File: src/rtl/mux8_scan_pkg.sv
// Shared constants for the mux8 scan sequencer: state encoding, channel count,
// settle-counter width and default settle length.
package mux8_scan_pkg;
    localparam int NUM_CH     = 8;
    localparam int SCNT_W     = 4;
    localparam int SETTLE_DEF = 2;

    typedef enum logic [2:0] {
        S_IDLE   = 3'd0,
        S_SETTLE = 3'd1,
        S_DWELL  = 3'd2,
        S_NEXT   = 3'd3,
        S_DONE   = 3'd4
    } state_t;
endpackage

File: src/rtl/mux8_next_pick.sv
// Next-enabled-channel picker: lowest enabled index above cur, or lowest
// enabled index overall when cur is 7 (wrap). none is set when nothing qualifies.
import mux8_scan_pkg::*;

module mux8_next_pick (
    input  logic [NUM_CH-1:0] mask,
    input  logic [2:0]        cur,
    output logic [2:0]        nxt,
    output logic              none
);
    always_comb begin
        nxt  = 3'd0;
        none = 1'b1;
        // Descending scan so the lowest qualifying index is written last.
        for (int i = NUM_CH - 1; i >= 0; i--) begin
            if (mask[i] && (cur == 3'd7 || i > int'(cur))) begin
                nxt  = 3'(i);
                none = 1'b0;
            end
        end
    end
endmodule

File: src/rtl/mux8_scan_ctrl.sv
// Scan sequencer for the 8:1 sense mux: settle, dwell and OR-accumulate per
// enabled channel, then hand off an 8-bit frame. MUX8_SCAN_FORCE_EN adds an
// IDLE-only manual select override.
import mux8_scan_pkg::*;

module mux8_scan_ctrl #(
    parameter int DWELL_W = 8,
    parameter int SETTLE  = SETTLE_DEF
) (
    input  logic               clk,
    input  logic               rst_n,
    input  logic               start,
    input  logic               continuous,
    input  logic [NUM_CH-1:0]  enable_mask,
    input  logic [DWELL_W-1:0] dwell,
`ifdef MUX8_SCAN_FORCE_EN
    input  logic               force_en,
    input  logic [2:0]         force_sel,
`endif
    output logic [2:0]         sel,
    input  logic               y_in,
    output logic               busy,
    output logic [NUM_CH-1:0]  frame,
    output logic               frame_valid,
    input  logic               frame_ready
);
    // A zero settle skips the SETTLE state entirely.
    localparam state_t POST_SEL = (SETTLE == 0) ? S_DWELL : S_SETTLE;

    state_t             state, state_n;
    logic [2:0]         sel_n;
    logic [NUM_CH-1:0]  mask_q, mask_n, acc, acc_n, frame_n;
    logic               fv_n;
    logic [SCNT_W-1:0]  scnt, scnt_n;
    logic [DWELL_W-1:0] dwl_q, dwl_n, dcnt, dcnt_n;
    logic               dlast, first_pick, force_on;
    logic [2:0]         force_val;
    logic [NUM_CH-1:0]  pick_mask;
    logic [2:0]         pick_cur, pick_idx;
    logic               pick_none;

`ifdef MUX8_SCAN_FORCE_EN
    assign force_on  = force_en;
    assign force_val = force_sel;
`else
    assign force_on  = 1'b0;
    assign force_val = 3'd0;
`endif

    // One picker serves both the first-channel (live mask, wrap) and
    // next-channel (latched mask, current sel) decisions.
    assign first_pick = (state == S_IDLE) || (state == S_DONE);
    assign pick_mask  = first_pick ? enable_mask : mask_q;
    assign pick_cur   = first_pick ? 3'd7 : sel;

    mux8_next_pick u_pick (
        .mask (pick_mask),
        .cur  (pick_cur),
        .nxt  (pick_idx),
        .none (pick_none)
    );

    assign dlast = (dwl_q == '0) || (dcnt == dwl_q - 1'b1);
    assign busy  = (state != S_IDLE);

    always_comb begin
        state_n = state;
        sel_n   = sel;
        mask_n  = mask_q;
        dwl_n   = dwl_q;
        acc_n   = acc;
        frame_n = frame;
        fv_n    = frame_valid;
        scnt_n  = scnt;
        dcnt_n  = dcnt;
        case (state)
            S_IDLE: begin
                sel_n = force_on ? force_val : 3'd0;
                if (start && !force_on && enable_mask != '0) begin
                    mask_n  = enable_mask;
                    dwl_n   = dwell;
                    acc_n   = '0;
                    sel_n   = pick_idx;
                    scnt_n  = '0;
                    dcnt_n  = '0;
                    state_n = POST_SEL;
                end
            end
            S_SETTLE: begin
                if (scnt == SCNT_W'(SETTLE - 1)) begin
                    scnt_n  = '0;
                    state_n = S_DWELL;
                end else begin
                    scnt_n = scnt + 1'b1;
                end
            end
            S_DWELL: begin
                acc_n[sel] = acc[sel] | y_in;
                if (dlast) begin
                    dcnt_n  = '0;
                    state_n = S_NEXT;
                end else begin
                    dcnt_n = dcnt + 1'b1;
                end
            end
            S_NEXT: begin
                if (!pick_none && sel != 3'd7) begin
                    sel_n   = pick_idx;
                    state_n = POST_SEL;
                end else begin
                    frame_n = acc;
                    fv_n    = 1'b1;
                    state_n = S_DONE;
                end
            end
            S_DONE: begin
                if (frame_ready) begin
                    fv_n = 1'b0;
                    if (continuous && enable_mask != '0) begin
                        mask_n  = enable_mask;
                        dwl_n   = dwell;
                        acc_n   = '0;
                        sel_n   = pick_idx;
                        state_n = POST_SEL;
                    end else begin
                        sel_n   = 3'd0;
                        state_n = S_IDLE;
                    end
                end
            end
            default: begin
                sel_n   = 3'd0;
                state_n = S_IDLE;
            end
        endcase
    end

    always_ff @(posedge clk or negedge rst_n) begin
        if (!rst_n) begin
            state       <= S_IDLE;
            sel         <= 3'd0;
            mask_q      <= '0;
            dwl_q       <= '0;
            acc         <= '0;
            frame       <= '0;
            frame_valid <= 1'b0;
            scnt        <= '0;
            dcnt        <= '0;
        end else begin
            state       <= state_n;
            sel         <= sel_n;
            mask_q      <= mask_n;
            dwl_q       <= dwl_n;
            acc         <= acc_n;
            frame       <= frame_n;
            frame_valid <= fv_n;
            scnt        <= scnt_n;
            dcnt        <= dcnt_n;
        end
    end
endmodule

File: config.mk
export PLATFORM = sky130hd
export DESIGN_NAME = mux8_scan_ctrl
export DESIGN_NICKNAME = d
export VERILOG_FILES = /design/src/rtl/mux8_scan_pkg.sv /design/src/rtl/mux8_next_pick.sv /design/src/rtl/mux8_scan_ctrl.sv
export SDC_FILE = /design/constraint.sdc
export NUM_CORES = 1
export LEC_CHECK = 0
export ABC_CLOCK_PERIOD_IN_PS = 8750
export CORE_UTILIZATION = 50
export DETAILED_ROUTE_END_ITERATION = 16
export PLACE_DENSITY_LB_ADDON = 0.1
export SYNTH_ARGS = -nofsm -noshare
export SYNTH_HDL_FRONTEND = slang
export SYNTH_HIERARCHICAL = 1
export SYNTH_SLANG_ARGS = --single-unit
File: constraint.sdc
create_clock -name clk -period 8.75 [get_ports clk]
set_input_delay 2.1875 -clock clk [delete_from_list [all_inputs] [get_ports clk]]
set_output_delay 2.1875 -clock clk [all_outputs]
set_load 0.01 [all_outputs]
Word-level counts from Yosys, hierarchy flattened
Index checks and enable logic that the tools add are counted.
- register bits: 51
- bits in latches: 0
- memory bits (writable): 0
- memory bits (read-only): 0
- output and inout bits: 13
- logic and storage cells: 134
- memories kept: 0
- add/subtract/negate cells: 3
- $mul: 0
- div/mod/pow operators: 0
- order comparisons: 9
- equality and inequality tests: 15
- shift operators: 0
- multiplexer cells: 55
- bitwise operators: 3
- reduce and logical (&&, ||, !) cells: 40
- operators with widths (cell ; number):
    $mux W8 ; 11
    $mux W3 ; 18
    $pmux W8 S2 ; 3
    $pmux W8 S3 ; 1
    $pmux W3 S5 ; 1
    $mux W1 ; 13
    $gt A3 B3 Y1 const A ; 4
    $logic_and A1 B1 Y1 ; 12
    $pmux W3 S4 ; 1
    $reduce_and A4 Y1 ; 3
    $ne A2 B2 Y1 const B ; 5
    $logic_or A1 B1 Y1 ; 9
    $add A8 B1 Y8 const B ; 1
    $bwmux W8 ; 1
    $eq A8 B8 Y1 ; 1
    $logic_not A8 Y1 ; 1
    $mux W4 ; 2
    $pmux W4 S2 ; 1
    $reduce_bool A2 Y1 ; 4
    $reduce_bool A8 Y1 ; 1
    $sub A8 B1 Y8 const B ; 1
    $eq A3 B2 Y1 const B ; 2
    $eq A3 B3 Y1 const B ; 2
    $gt A2 B3 Y1 const A ; 2
    other kinds (19) ; 25

Longest topological paths before layout
- word-level depth: 18
- mapped depth: 14
- depth with buffers taken out: 13

Hierarchy
The synthesis kept the hierarchy.
- by module, submodules not included (module ; times used ; cells each ; area an instance (um^2)):
    mux8_scan_ctrl ; 1 ; 295 ; 2807.7
    mux8_next_pick ; 1 ; 34 ; 241.5

Worst setup path after synthesis
No wires, ideal clock.
- kind: input -> register
- start: in enable_mask[1]
- end: reg frame[0]
- setup time: 0.125 ns
- arrival time: 3.892 ns
- path slack: 4.733 ns
- cell stages on the path: 9
- path buffers: 0
- cells stage by stage: nand2_1 > nand2_1 > or2_2 > a22oi_2 > nand2_1 > nor3b_2 > a31oi_1 > nor2_1 > mux2_2
- word-level cells in the longest chain between the ends: 8
- RTL lines (item ; RTL line ; RTL):
    start: declaration ; mux8_scan_ctrl.sv:14 ; input logic [NUM_CH-1:0] enable_mask,
    $mux W8 ; mux8_scan_ctrl.sv:53 ; assign pick_mask = first_pick ? enable_mask : mask_q;
    via pick_mask[1] ; mux8_scan_ctrl.sv:38 ; logic [NUM_CH-1:0] pick_mask;
    $logic_and A1 B1 Y1 ; mux8_next_pick.sv:16 ; if (mask[i] && (cur == 3'd7 || i > int'(cur))) begin
    $mux W1 (2 in a row) ; mux8_next_pick.sv:16 ;
    via pick_none ; mux8_scan_ctrl.sv:40 ; logic pick_none;
    $logic_not A1 Y1 ; mux8_scan_ctrl.sv:107 ; if (!pick_none && sel != 3'd7) begin
    $logic_and A1 B1 Y1 ; mux8_scan_ctrl.sv:107 ;
    $not A1 Y1 (no source line) ; n/a ;
    $reduce_and A2 Y1 (no source line) ; n/a ;
    end signal: assignment ; mux8_scan_ctrl.sv:155 ; frame <= frame_n;
    end: declaration ; mux8_scan_ctrl.sv:23 ; output logic [NUM_CH-1:0] frame,
The timed path passes the listed nets, and every way through them passes these cells.
A chain may end at the register's enable or synchronous reset.

Worst setup path in the final report
- start: in enable_mask[1]
- end: reg frame[5]
The elaborated chain is that of the path after synthesis.

==> flow_summary_export.csv <==
group,metric,value,unit
power,power_density,332,mW/mm²
cts,hold_buffers,0,
worst_hold_path,hold_path_class,"register to register",
route,ant_nets,0,
power,peakVddDrop,0.168,mV
logic_synthesis,synth_seq_cells,51,
die,die-area,0.00641,mm²
worst_setup_path,arrival,4.75,ns
placed_design,io_buffers,34,
grt,gr-total-overflow,0,
grt,grt_use_total,22.4,%
cts,path_clk_slew,0.11,ns
route,via_per_inst,5.71,
placed_design,hpwlAfterDp,4660,µm
cts,post-cts-setup-buffers,0,
route,dr.pass1.iters,4,
finish,fillCellCount,541,
logic_synthesis,yosysMostFrequentCell,"nand2_1",
power,leakage,0.00157,µW
grt,grt_pass1_vias,2368,
logic_synthesis,synth_top_area_share,41.9,%
logic_synthesis,synth_ff_type,"dfrtp_1",
worst_setup_path,path_buf_inv,1,
finish,regArea,0.00128,mm²
route,wirelength,6550,µm
sta,fin_crit,4.54,ns
route,routedWlPerCell,15.1,µm
die,die_x,80.1,µm
finish,design_area,0.00351,mm²
sta,worst_pin_slew,0.960,ns
die,rows,28,
cts,insertion_delay,0.31,ns
cts,cts-resized-gates,0,
sta,fmax,220,MHz
sta,setup_viol,0,
logic_synthesis,synth_area_leader_cell,"dfrtp_1",
logic_synthesis,ys_types,57,
sta,setup_tns,0,ns
cts,cts_tree,"done",
cts,cts_root_buf,"clkbuf_8",
die,ios,35,
finish,multi_input_area,0.00165,mm²
worst_setup_path,worstPathRequired,8.96,ns
logic_synthesis,syn_area,0.00305,mm²
finish,nets,386,
route,drt-initial-drc-count,126,
grt,grt_pass1_wl,11100,µm
grt,antenna_found_initial,0,
worst_setup_path,critPathMaxFanout,9,
route,drc,0,
status,status,"complete, no violations",
worst_setup_path,critPathCaptureType,"register",
cts,htreeDepth,2,
sta,drv_slew,0,
finish,layout-drive-gt1-share,12.2,%
sta,max-slew-margin-rel,36.0,%
logic_synthesis,yosys-top-cells-count,"nand2_1, dfrtp_1, o21ai_0",
logic_synthesis,synth_seq_area_share,41.9,%
route,num_vias,2483,
worst_setup_path,cp_slowest_cell,"nor2_1",
cts,ctsLongestPathBuffers,2,
finish,post-route-util,59.7,%
logic_synthesis,synth_cells,329,
die,die_h,80.1,µm
worst_setup_path,crit_type,"input port to register",
logic_synthesis,syn_nets,356,
finish,area_growth,15.2,%
sta,hold_viol,0,
placed_design,placed_cells,427,
sta,whs,0.487,ns
placed_design,gp_congestion,0.806,
worst_setup_path,crit_family,"simple AND/OR/NAND/NOR gates",
worst_setup_path,startpoint_type,"input port",
logic_synthesis,async_reset_ff_share,100,%
die,core,0.00589,mm²
grt,grt_max_degree,52,
cts,numCtsBuffers,5,
logic_synthesis,synth_warnings,6,
cts,numClockSinks,51,
finish,diodes,0,
placed_design,postPlaceCellArea,0.00342,mm²
logic_synthesis,synth.avg_cell_area,9.27,µm²
logic_synthesis,synth_edf_count,0,
worst_setup_path,critPathMaxStageDelay,0.67,ns
logic_synthesis,synth_area_leaders,"dfrtp_1, nand2_1, mux2_2",
sta,timing.final.crit_share,51.9,%
job,maxCapViolations,0,
sta,finClkSkew,0.0132,ns
worst_setup_path,worstPathCellList,"clkdlybuf4s50_1, nand2_1, nand2_1, or2_2, a22oi_2, nand2_1, nor3b_2, a31oi_1, nor2_1, mux2_2",
finish,finalNonFillerCells,435,
worst_setup_path,crit_top_cell,"nand2_1",
sta,rsz0062_at_grt,"no",
die,start_util,51.8,%
[registers in the layout (all words and copies together) (netlist names)]
register and count:
frame_valid 1, mask_q 8, dwl_q 8, scnt 4
sel 3, dcnt 8, frame 8, acc 8
state 3
[cell type report]
type | count | share of cell area (%)
Clock buffer | 5 | 1.96
Clock inverter | 3 | 0.784
Inverter | 15 | 1.60
Multi-Input combinational cell | 251 | 46.9
Sequential cell | 51 | 36.3
Tap cell | 75 | 2.67
Timing Repair Buffer | 35 | 9.76
[cells by family after synthesis]
group           Yosys count  synth area share (%)
flops                    51                  41.9
mux                      29                  11.7
simple gates            133                  20.7
compound gates           69                  15.2
fa+ha+maj                 6                  2.38
xor+xnor                 14                  4.02
buf+inv                  27                  4.14
[routing by layer]
| layer | GRT usage (%) | part of all wire (%) | vias to the layer above |
|---|---|---|---|
| li1 | - | - | 1229 |
| met1 | 29.3 | 47 | 1200 |
| met5 | 0 | 0 | - |
| met4 | 5.89 | 0.90 | 0 |
| met2 | 38.5 | 49 | 49 |
| met3 | 3.52 | 2.8 | 5 |
[per-stage QoR]
stage               worst slack [ns]  total power, µW
floorplan                       4.73              884
global placement                3.93             1000
detailed placement              3.87             1020
CTS                             4.21             1170
global route                    4.04             1270
finish                          4.21             1170
[path summary, 6_finish.rpt]
| path | start | to | slack [ns] | cells past startpoint |
|---|---|---|---|---|
| max | enable_mask[1] | frame[5] | 4.21 | 10 |
| min | frame_valid | frame_valid | 0.49 | 1 |
| max reg2reg | state[1] | frame[5] | 5.19 | 9 |
| min reg2reg | frame_valid | frame_valid | 0.49 | 1 |
| max in group asynchronous | rst_n | dcnt[7] | 6.35 | 2 |
| min in group asynchronous | rst_n | mask_q[4] | 1.95 | 2 |
[power by group]
part           internal (µW)  switching (µW)  total [µW]
Sequential               312            82.7         395
Combinational            294             332         626
Clock                   58.9            87.9         147
Total                    665             503        1170
[layout by cell type, fill, tap and decap left out, drive strengths merged, types with 6 or more instances in the layout]
cell type	netlist	layout
a21oi	12	12
nand2	58	58
xor2	6	6
dfrtp	51	51
nor3	7	7
nor2	18	18
xnor2	8	8
mux2	25	25
clkdlybuf4s50	0	33
nand3	16	16
a31oi	6	6
and3	9	9
o21ai	22	22
inv	15	16
Power figures use the tool's default switching activity.
